<file path="src/rtl/dp_ram_pkg.sv">
// rtl/dp_ram_pkg.sv - shared FSM type and address helper for the RAM stream reader
package dp_ram_pkg;

    typedef enum logic [1:0] {
        IDLE  = 2'd0,
        RUN   = 2'd1,
        DRAIN = 2'd2
    } state_t;

    // Next read address with circular wrap; depth need not be a power of two.
    function automatic int unsigned addr_inc(input int unsigned addr, input int unsigned depth);
        return (addr == depth - 1) ? 0 : addr + 1;
    endfunction

endpackage

</file>
<file path="src/rtl/rd_skid.sv">
// rtl/rd_skid.sv - two-entry skid FIFO absorbing the RAM read latency
module rd_skid #(
    parameter int DW = 18
) (
    input  logic          clk,
    input  logic          reset,
    input  logic          push,
    input  logic [DW-1:0] push_data,
    input  logic          pop,
    input  logic          flush,
    output logic [DW-1:0] head,
    output logic [1:0]    count
);

    logic [DW-1:0] slot0;
    logic [DW-1:0] slot1;

    // slot0 is always the head; a pop shifts slot1 forward
    assign head = slot0;

    // storage and occupancy; flush wins over push and pop
    always_ff @(posedge clk or posedge reset) begin
        if (reset) begin
            slot0 <= '0;
            slot1 <= '0;
            count <= 2'd0;
        end else if (flush) begin
            count <= 2'd0;
        end else begin
            unique case ({push, pop})
                2'b10: begin
                    if (count == 2'd0) slot0 <= push_data;
                    else               slot1 <= push_data;
                    count <= count + 2'd1;
                end
                2'b01: begin
                    slot0 <= slot1;
                    count <= count - 2'd1;
                end
                2'b11: begin
                    if (count == 2'd1) begin
                        slot0 <= push_data;
                    end else begin
                        slot0 <= slot1;
                        slot1 <= push_data;
                    end
                end
                default: ;
            endcase
        end
    end

    // the credit rule upstream must never let a net push land on a full skid
    assert property (@(posedge clk) disable iff (reset)
        (push && !pop && !flush) |-> (count != 2'd2));

endmodule

</file>
<file path="src/rtl/dp_ram_stream_rd.sv">
// rtl/dp_ram_stream_rd.sv - sequential circular RAM reader presented as a valid/ready stream
module dp_ram_stream_rd #(
    parameter  int DW    = 18,
    parameter  int DEPTH = 360,
    localparam int AW    = $clog2(DEPTH)
) (
    input  logic          clk,
    input  logic          reset,
    input  logic          start,
    input  logic [AW-1:0] base_addr,
    input  logic [AW:0]   len,
    input  logic          abort,
    output logic          busy,
    output logic          done,
    output logic [AW-1:0] ra,
    output logic          re,
    input  logic [DW-1:0] rd,
    output logic [DW-1:0] out_data,
    output logic          out_valid,
    input  logic          out_ready,
    output logic          out_last
);

    import dp_ram_pkg::*;

    localparam logic [AW:0] ONE_W   = {{AW{1'b0}}, 1'b1};
    localparam logic [AW:0] DEPTH_W = (AW+1)'(DEPTH);

    state_t      state;
    logic [AW:0] issue_rem;
    logic [AW:0] len_q;
    logic [AW:0] beat_cnt;
    logic        inflight;
    logic [1:0]  skid_count;
    logic        pop;
    logic        flush;
    logic [2:0]  credit_use;

    assign pop       = out_valid & out_ready;
    assign flush     = abort && (state != IDLE);
    assign out_valid = (skid_count != 2'd0);
    assign out_last  = out_valid && (beat_cnt == len_q - ONE_W);

    // words held or on their way after this cycle's pop; a new read needs room for one more
    assign credit_use = {1'b0, skid_count} + {2'b00, inflight} - {2'b00, pop};
    assign re = (state == RUN) && !abort && (issue_rem != '0) && (credit_use < 3'd2);

    rd_skid #(.DW(DW)) u_skid (
        .clk       (clk),
        .reset     (reset),
        .push      (inflight),
        .push_data (rd),
        .pop       (pop),
        .flush     (flush),
        .head      (out_data),
        .count     (skid_count)
    );

    // transfer sequencer: command capture, read issue, drain and completion
    always_ff @(posedge clk or posedge reset) begin
        if (reset) begin
            state     <= IDLE;
            busy      <= 1'b0;
            done      <= 1'b0;
            ra        <= '0;
            inflight  <= 1'b0;
            issue_rem <= '0;
            len_q     <= '0;
            beat_cnt  <= '0;
        end else begin
            done     <= 1'b0;
            inflight <= re;
            if (flush) begin
                // a read returning after abort must not reach the skid
                state     <= IDLE;
                busy      <= 1'b0;
                inflight  <= 1'b0;
                issue_rem <= '0;
            end else begin
                if (pop) beat_cnt <= beat_cnt + ONE_W;
                unique case (state)
                    IDLE: begin
                        if (start) begin
                            if (len != '0) begin
                                state     <= RUN;
                                busy      <= 1'b1;
                                ra        <= base_addr;
                                issue_rem <= len;
                                len_q     <= len;
                                beat_cnt  <= '0;
                            end else begin
                                done <= 1'b1;
                            end
                        end
                    end
                    RUN: begin
                        if (re) begin
                            ra        <= AW'(addr_inc(32'(ra), DEPTH));
                            issue_rem <= issue_rem - ONE_W;
                            if (issue_rem == ONE_W) state <= DRAIN;
                        end
                    end
                    DRAIN: begin
                        if (pop && out_last) begin
                            state <= IDLE;
                            busy  <= 1'b0;
                            done  <= 1'b1;
                        end
                    end
                    default: state <= IDLE;
                endcase
            end
        end
    end

    // the caller must keep the base address inside the RAM
    assert property (@(posedge clk) disable iff (reset)
        (state == IDLE && start && len != '0) |-> ({1'b0, base_addr} < DEPTH_W));

endmodule

</file>
<file path="config.mk">
export PLATFORM = sky130hd
export DESIGN_NAME = dp_ram_stream_rd
export DESIGN_NICKNAME = d
export VERILOG_FILES = /design/src/rtl/dp_ram_pkg.sv /design/src/rtl/rd_skid.sv /design/src/rtl/dp_ram_stream_rd.sv
export SDC_FILE = /design/constraint.sdc
export NUM_CORES = 1
export LEC_CHECK = 0
export CELL_PAD_IN_SITES_DETAIL_PLACEMENT = 1
export CELL_PAD_IN_SITES_GLOBAL_PLACEMENT = 1
export CORE_MARGIN = 2
export CORE_UTILIZATION = 42
export DETAILED_ROUTE_END_ITERATION = 8
export DONT_BUFFER_PORTS = 1
export PLACE_DENSITY_LB_ADDON = 0.1
export SLEW_MARGIN = 20
export SYNTH_ARGS = -nofsm -noshare
export SYNTH_HDL_FRONTEND = slang
export SYNTH_SLANG_ARGS = --single-unit
</file>
<file path="constraint.sdc">
create_clock -name clk -period 3.5 [get_ports clk]
set_input_delay 0.875 -clock clk [delete_from_list [all_inputs] [get_ports clk]]
set_output_delay 0.875 -clock clk [all_outputs]
set_load 0.03 [all_outputs]
</file>
Word level (Yosys, flattened, before mapping)
Cells that the tools add are included.
Widths: inputs -> output; s select.
{"block": "totals", "latch_bits": 0, "mem_count": 0, "output_inout_bits": 32, "mem_bits_rw": 0, "romBits": 0, "ff_bits": 82, "in_bits": 42}
{"block": "classes", "mul": 0, "div": 0, "n_eq_ne": 20, "bitwise_logic": 2, "order_cmp": 1, "mux": 40, "addsub": 8, "n_shift": 0, "reduce_logical": 26}
{"op": "$mux 10", "n": 8}
{"op": "$mux 18", "n": 4}
{"op": "$pmux 18 s3", "n": 1}
{"op": "$mux 9", "n": 4}
{"op": "$pmux 18 s2", "n": 1}
{"op": "$pmux 10 s2", "n": 1}
{"op": "$reduce_bool 10->1", "n": 2}
{"op": "$sub 10x1->10 const B", "n": 2}
{"op": "$pmux 9 s2", "n": 1}
{"op": "$reduce_and 4->1", "n": 4}
{"op": "$mux 2", "n": 7}
{"op": "$ne 3x3->1 const B", "n": 4}
{"op": "$reduce_bool 3->1", "n": 4}
{"op": "$add 10x1->10 const B", "n": 1}
{"op": "$eq 10x1->1 const B", "n": 1}
{"op": "$eq 10x10->1", "n": 1}
{"op": "$ne 2x2->1 const B", "n": 5}
{"op": "$reduce_and 5->1", "n": 2}
{"op": "$add 9x1->9 const B", "n": 1}
{"op": "$eq 9x9->1 const B", "n": 1}
{"op": "$mux 1", "n": 9}
{"op": "$reduce_bool 2->1", "n": 4}
{"op": "$eq 2x1->1 const B", "n": 3}
{"op": "$eq 2x2->1 const B", "n": 3}
{"op": "other kinds (16)", "n": 23}

Longest topological paths before layout
Gate-level depths: netlist of the first run.
{"block": "depth", "depth_word": 8, "ltp_mapped": 15, "ltp_nobuf": 14}

By module
Synthesis of the first run repeated with hierarchy kept, for this count alone.
{"block": "unflattened", "hier_cells": 436, "hier_area_um2": 4689.5}
{"module": "dp_ram_stream_rd", "n_inst": 1, "seq_area_each_um2": 1101.1, "cells_each": 320, "area_each_um2": 2871.5}
{"module": "rd_skid", "n_inst": 1, "seq_area_each_um2": 950.9, "cells_each": 116, "area_each_um2": 1818.0}

Worst setup path after synthesis of the first run
Ideal clock, no wire load.
{"block": "synth_path", "path_type": "input port to output port", "startpoint": "in out_ready", "endpoint": "out re", "path_slack_ns": -0.022, "t_arrival_ns": 2.647, "n_path_buf": 1, "path_stages": 9, "cell_sequence": "nand2b_1 > clkbuf_1 > inv_1 > ha_1 > nor2b_1 > fa_1 > nor2_1 > o211ai_4 > inv_2"}
{"block": "synth_via", "elab_chain_cells": 4}
{"element": "start, declared", "line_no": "dp_ram_stream_rd.sv:20", "text": "input logic out_ready,"}
{"element": "$and 1x1->1", "line_no": "dp_ram_stream_rd.sv:39", "text": "assign pop = out_valid & out_ready;"}
{"element": "$sub 3x1->3", "line_no": "dp_ram_stream_rd.sv:45", "text": "assign credit_use = {1'b0, skid_count} + {2'b00, inflight} - {2'b00, pop};"}
{"element": "$lt 3x2->1", "line_no": "dp_ram_stream_rd.sv:46", "text": "assign re = (state == RUN) && !abort && (issue_rem != '0) && (credit_use < 3'd2);"}
{"element": "$logic_and 1x1->1", "line_no": "dp_ram_stream_rd.sv:46"}
{"element": "end, declared", "line_no": "dp_ram_stream_rd.sv:16", "text": "output logic re,"}
Every way passes these cells.

Worst setup path in the final report of the first run
{"block": "layout_path", "startpoint": "reg u_skid.count[1]", "endpoint": "out re"}
{"block": "layout_via", "elab_chain_cells": 5}
{"element": "start, declared", "line_no": "rd_skid.sv:12", "text": "output logic [1:0] count"}
{"element": "start signal, assigned", "line_no": "rd_skid.sv:34", "text": "count <= count + 2'd1;"}
{"element": "start signal, assigned", "line_no": "rd_skid.sv:38", "text": "count <= count - 2'd1;"}
{"element": "parallel branches: the longest is 2 deep, another holds $add 2x1->3"}
{"element": "$sub 3x1->3 (*)", "line_no": "dp_ram_stream_rd.sv:45"}
{"element": "$lt 3x2->1 (*)", "line_no": "dp_ram_stream_rd.sv:46"}
{"element": "$logic_and 1x1->1 (*)", "line_no": "dp_ram_stream_rd.sv:46"}
Mark *: on every way between the ends.

==> impl_metrics.tcl, run 1 <==
set metrics [dict create \
    dieArea_sq_um 11500 \
    synth_edf_count 0 \
    run_status "finished clean" \
    ys_ff_latch 82 \
    cpPeakStageDelay_ns 0.44 \
    synth_cell_types 61 \
    path_cells "inv_2 -> ha_4 -> nand2b_4 -> inv_2 -> ha_4 -> nor2b_2 -> fa_1 -> xnor2_2 -> nor2_4 -> o211ai_4 -> clkinv_4" \
    crit_path_end_kind "output pin" \
    first_pass_iters 4 \
    clock-sinks 82 \
    path_clk_slew_ns 0.10 \
    first_global_vias 3688 \
    num_antenna_cells 0 \
    syn_nets 510 \
    fp.dieW_um 107 \
    hold_viol_final 0 \
    cts_max_path_buffers 2 \
    synth_top_area_share_pct 45.7 \
    clk_latency_ns 0.37 \
    p_leak_nw 2.15 \
    synthCells 459 \
    syn2layout_area_growth_pct 10.4 \
    synth_area_sq_um 4490 \
    max-slew-margin-rel_pct 40.6 \
    layout_setup_ws_ns 0.0884 \
    portBuffers 0 \
    synthArstFlopShare_pct 100 \
    fin_cells 603 \
    ys_top_cells_by_area "dfrtp_1, mux2_2, nor2_1, mux2i_1, a21oi_1" \
    synthFlopType "dfrtp_1" \
    finalClockSkew_ns 0.00914 \
    drive_gt1_share_pct 17.3 \
    syn_avg_cell_area_sq_um 9.77 \
    cp-start-kind "flip-flop" \
    hpwl_mm 8.01 \
    worst_slew_pin_slew_ns 0.892 \
    root_buffer "clkbuf_8" \
    yosys.area.top_type "dfrtp_1" \
    htreeDepth 3 \
    ant_nets 0 \
    hold_path.class "input port to async pin" \
    ys_seq_area_share_pct 45.7 \
    min_period_ns 3.41 \
    placementRows 37 \
    antenna_found_initial 0 \
    grt_pass1_wl_mm 18.8 \
    drt-wirelength-per-cell_um 19.0 \
    setup_tns_ns 0 \
    ir_drop_uv 444 \
    track_usage_pct 21.0 \
    fill_cells 1194 \
    nets 513 \
    io_pins 74 \
    drv_slew 0 \
    cp.arrival_ns 2.54 \
    vias 3466 \
    cts_tree "built" \
    critPathRequiredTime_ns 2.62 \
    min_period_over_period_pct 97.5 \
    critPathKind "flip-flop to output pin" \
    overflow 0 \
    finalPower_mw 4.28 \
    via_per_inst 5.75 \
    dr.first_iter.drc_count 110 \
    grt_start_max_net_pins 38 \
    final_common_cell "dfrtp_1" \
    synth_warnings 0 \
    critPathSlowestCell "dfrtp_1" \
    final_core_util_pct 47.7 \
    cp_max_fo 5 \
    finalSetupViolCount 0 \
    die_y_um 107 \
    maxCapViolCount 0 \
    ff_latch_area_sq_um 2050 \
    final_cell_mix "dfrtp_1, nor2_1, a21oi_1, nand2_1, mux2_2" \
    drc 0 \
    coreArea_sq_um 10400 \
    power_density_nw_per_um2 865 \
    finalWirelength_mm 11.5 \
    start_util_pct 43.3 \
    multi_input_area_sq_um 2310 \
    numCtsBuffers 9 \
    clock.fmax_mhz 293 \
    dp_slack_ns 0.104 \
    place_inst 580 \
    place_congestion 0.816 \
]
==> worst max-delay path, delay by kind of cell (launching register included) <==
kind	cells	cell delay (ns)
fa+ha+maj	3	0.85
flops	1	0.44
buf+inv	3	0.31
simple gates	3	0.28
xor+xnor	1	0.16
compound gates	1	0.11
==> worst paths after layout <==
check / from / to / slack (ns) / cells past startpoint
worst min-delay path: reset / u_skid.slot1[3] / 0.47 / 1
worst max-delay path: u_skid.count[1] / re / 0.09 / 11
worst min register to register: issue_rem[6] / issue_rem[6] / 0.50 / 1
max in group asynchronous: reset / len_q[0] / 2.21 / 2
min in group clk: issue_rem[6] / issue_rem[6] / 0.50 / 1
worst max register to register: u_skid.count[1] / issue_rem[2] / 0.30 / 15
==> routing by layer <==
layer	track usage (%)	up-vias	part of all wire, %
met4	7.33	0	2.1
li1	-	1638	-
met1	27.2	1722	45
met2	33.0	86	46
met5	0	-	0
met3	6.78	20	6.8
==> registers in the layout, indices dropped and copies added, names as in the netlist <==
signal and count:
ra 9, u_skid.head 18, u_skid.slot1 18, beat_cnt 10, u_skid.count 2, done 1, inflight 1, state 2
issue_rem 10, busy 1, len_q 10
==> final cells by class <==
| type | instances | share of cell area, % |
|---|---|---|
| flip-flops and latches | 82 | 41.5 |
| well taps | 136 | 3.44 |
| repair buffers | 16 | 2.43 |
| clock buffers | 9 | 2.50 |
| clock inverters | 7 | 1.74 |
| multi-input cells | 333 | 46.7 |
| repair inverters | 1 | 0.152 |
| inverters | 19 | 1.57 |
==> per-stage QoR <==
step                hold slack [ns]  instance area [sq um]
CTS                           0.474                   4880
global placement              0.477                   4630
global route                  0.506                   4950
detailed placement            0.480                   4630
floorplan                     0.457                   4490
finish                        0.471                   4950
==> Yosys cell counts (4+ instances only) <==
cell type  instances
nor4_1             7
nor3_1            12
a21oi_1           34
mux2i_1           20
ha_1               8
nor2b_1            5
o2bb2ai_1          4
buf_2              4
nand3_1           12
nand2b_1           6
nor2_1            55
and3_1             5
xnor2_1           14
nand2_1           27
clkbuf_1          20
dfrtp_1           82
nand4_1            6
inv_1             18
o21ai_0           22
xor2_1            10
or3_1              5
mux2_2            26
==> repair_timing <==
item / CTS / global route
pin swaps: 1 / 3
gates resized for setup: 7 / 8
setup buffers: 1 / 5
endpoints found under the setup margin: 2 / 2
gates cloned: 1 / 0
hold buffers: 0 / 0
==> cells by family after synthesis <==
group	count (synthesis)	synth area share [%]
multiplexers	46	11.0
buffers and inverters	44	3.96
XOR/XNOR	24	4.69
AND/OR/NAND/NOR	154	17.1
adder cells (fa/ha/maj)	9	2.68
flip-flops	82	45.7
AO/OA/AOI/OAI	100	14.9
==> power by group <==
part	leakage, nW	switching [mW]	internal, mW
registers	1.01	0.689	1.31
logic	1.04	0.829	0.708
clock network	0.104	0.396	0.345
Note: power is estimated with default switching activity, not from simulation.
==> inputs of run 2 (changes only) <==
--- a/config.mk
+++ b/config.mk
@@ -12,7 +12,6 @@
 export DETAILED_ROUTE_END_ITERATION = 8
 export DONT_BUFFER_PORTS = 1
 export PLACE_DENSITY_LB_ADDON = 0.1
-export SLEW_MARGIN = 20
 export SYNTH_ARGS = -nofsm -noshare
 export SYNTH_HDL_FRONTEND = slang
 export SYNTH_SLANG_ARGS = --single-unit
==> results of run 2 <==
The final DEF is identical to that of run 1; final timing and power are the same.
==> inputs of run 3 (changes only) <==
--- a/config.mk
+++ b/config.mk
@@ -5,6 +5,7 @@
 export SDC_FILE = /design/constraint.sdc
 export NUM_CORES = 1
 export LEC_CHECK = 0
+export ABC_CLOCK_PERIOD_IN_PS = 3500
 export CELL_PAD_IN_SITES_DETAIL_PLACEMENT = 1
 export CELL_PAD_IN_SITES_GLOBAL_PLACEMENT = 1
 export CORE_MARGIN = 2
@@ -12,6 +13,7 @@
 export DETAILED_ROUTE_END_ITERATION = 8
 export DONT_BUFFER_PORTS = 1
 export PLACE_DENSITY_LB_ADDON = 0.1
+export SETUP_SLACK_MARGIN = 0.05
 export SYNTH_ARGS = -nofsm -noshare
 export SYNTH_HDL_FRONTEND = slang
 export SYNTH_SLANG_ARGS = --single-unit
==> run 3 against run 2 <==
Against the previous run:
- register-to-register slack improved by 0.20 ns
- maximum frequency grew 2.1%
- design area fell by 0.48%
- critical path depth is 1 lower
- clock skew rose by 0.0033 ns
- first-iteration DRC count grew 20%
- die area did not move
- non-clock buffer count decreased by 2
- via count shrank 0.95%
- worst setup slack gained 0.069 ns
- flip-flop and latch count unchanged
==> impl_metrics.tcl, run 3 (same netlist as run 1, synthesis figures left out) <==
set metrics [dict create \
    grt_pass1_wl_mm 19.2 \
    antenna_found_initial 0 \
    finalClockSkew_ns 0.0124 \
    r2r_end "issue_rem[2]" \
    critPathKind "flip-flop to output pin" \
    hpwl_mm 8.04 \
    min_period_over_period_pct 95.5 \
    track_usage_pct 21.2 \
    critPathRequiredTime_ns 2.62 \
    ant_nets 0 \
    place_inst 578 \
    dieArea_sq_um 11500 \
    worst_slew_pin_slew_ns 0.862 \
    fin_cells 601 \
    hold_path.class "input port to async pin" \
    critPathSlowestCell "fa_2" \
    first_global_vias 3817 \
    first_pass_iters 4 \
    cts_tree "built" \
    power_density_nw_per_um2 852 \
    fill_cells 1185 \
    grt_start_max_net_pins 43 \
    syn2layout_area_growth_pct 9.85 \
    hold_viol_final 0 \
    drc 0 \
    die_y_um 107 \
    cp.arrival_ns 2.47 \
    maxCapViolCount 0 \
    cts_max_path_buffers 2 \
    path_buf_inv 3 \
    cp-start-kind "flip-flop" \
    path_cells "inv_2 -> ha_4 -> nand2b_4 -> inv_2 -> ha_1 -> nor2b_2 -> fa_2 -> nor2_4 -> o211ai_4 -> clkinv_4" \
    fp.dieW_um 107 \
    portBuffers 0 \
    cpPeakStageDelay_ns 0.46 \
    finalSetupViolCount 0 \
    final_cell_mix "dfrtp_1, nor2_1, a21oi_1, nand2_1, mux2_2" \
    drv_slew 0 \
    nets 511 \
    clk_latency_ns 0.37 \
    rsz0062_at_grt "yes" \
    root_buffer "clkbuf_8" \
    p_leak_nw 2.14 \
    rr_worst_depth 13 \
    htreeDepth 3 \
    overflow 0 \
    drt-wirelength-per-cell_um 18.8 \
    via_per_inst 5.71 \
    start_util_pct 43.3 \
    setup_tns_ns 0 \
    coreArea_sq_um 10400 \
    whs_ns 0.479 \
    num_antenna_cells 0 \
    min_period_ns 3.34 \
    path_clk_slew_ns 0.09 \
    timing.rr.start "u_skid.count[0]" \
    dr.first_iter.drc_count 132 \
    placementRows 37 \
    clock-sinks 82 \
    drive_gt1_share_pct 17.2 \
    cpMostUsedCell "inv_2" \
    finalWirelength_mm 11.3 \
    io_pins 74 \
    run_status "finished clean" \
    r2r_setup_slack_ns 0.50 \
    max-slew-margin-rel_pct 42.5 \
    crit_path_end_kind "output pin" \
    place_congestion 0.847 \
    vias 3433 \
    clock.fmax_mhz 299 \
    cp_max_fo 5 \
    final_common_cell "dfrtp_1" \
    ir_drop_uv 360 \
    crit_family "adder cells" \
    numCtsBuffers 9 \
]
==> run 3: where the power goes <==
group / switching, mW / internal (mW)
logic: 0.827 / 0.711
clock network: 0.386 / 0.269
registers: 0.692 / 1.31
==> run 3: metal layers <==
layer | vias to the layer above | part of all wire (%) | track usage (%)
li1 | 1636 | - | -
met4 | 0 | 1.2 | 5.86
met2 | 65 | 48 | 34.8
met5 | - | 0 | 0
met3 | 15 | 6.4 | 6.48
met1 | 1717 | 44 | 27.1
==> run 3: cell type report <==
type / count / area, sq um / area share, %
inverter: 19 / 77.6 / 1.57
timing repair inverter: 1 / 7.51 / 0.152
sequential: 82 / 2050 / 41.7
timing repair buffer: 14 / 118 / 2.39
clock inverter: 7 / 57.6 / 1.17
multi-input combinational: 333 / 2320 / 47.1
tap: 136 / 170 / 3.45
clock buffer: 9 / 124 / 2.51
==> run 3: how the worst max path moves through the flow <==
stage                               start  end  slack [ns]  cells after the start
final                     u_skid.count[0]   re        0.16                     10
after global routing      u_skid.count[0]   re        0.04                     10
after CTS                 u_skid.count[0]   re        0.07                     11
after detailed placement        out_ready   re        0.12                      8
after global placement          out_ready   re        0.21                      8
after floorplan                 out_ready   re        0.08                      9
==> run 3: timing repair <==
| action | in CTS | in global routing |
|---|---|---|
| resized for setup | 8 | 8 |
| buffers inserted | 6 | 0 |
| pin swaps | 2 | 2 |
| hold buffers | 0 | 0 |
| cloned | 1 | 0 |
| setup endpoints to repair | 2 | 2 |
==> run 3: per-stage QoR <==
stage,cell area [sq um],total power [mW],worst slack (ns),utilization [%]
after floorplan,4490,3.06,0.0797,-
after global placement,4630,3.35,0.206,44.7
after detailed placement,4630,3.43,0.124,44.7
after CTS,4890,4.21,0.0651,47.1
after global routing,4930,4.53,0.0380,47.5
final,4930,4.20,0.157,47.5
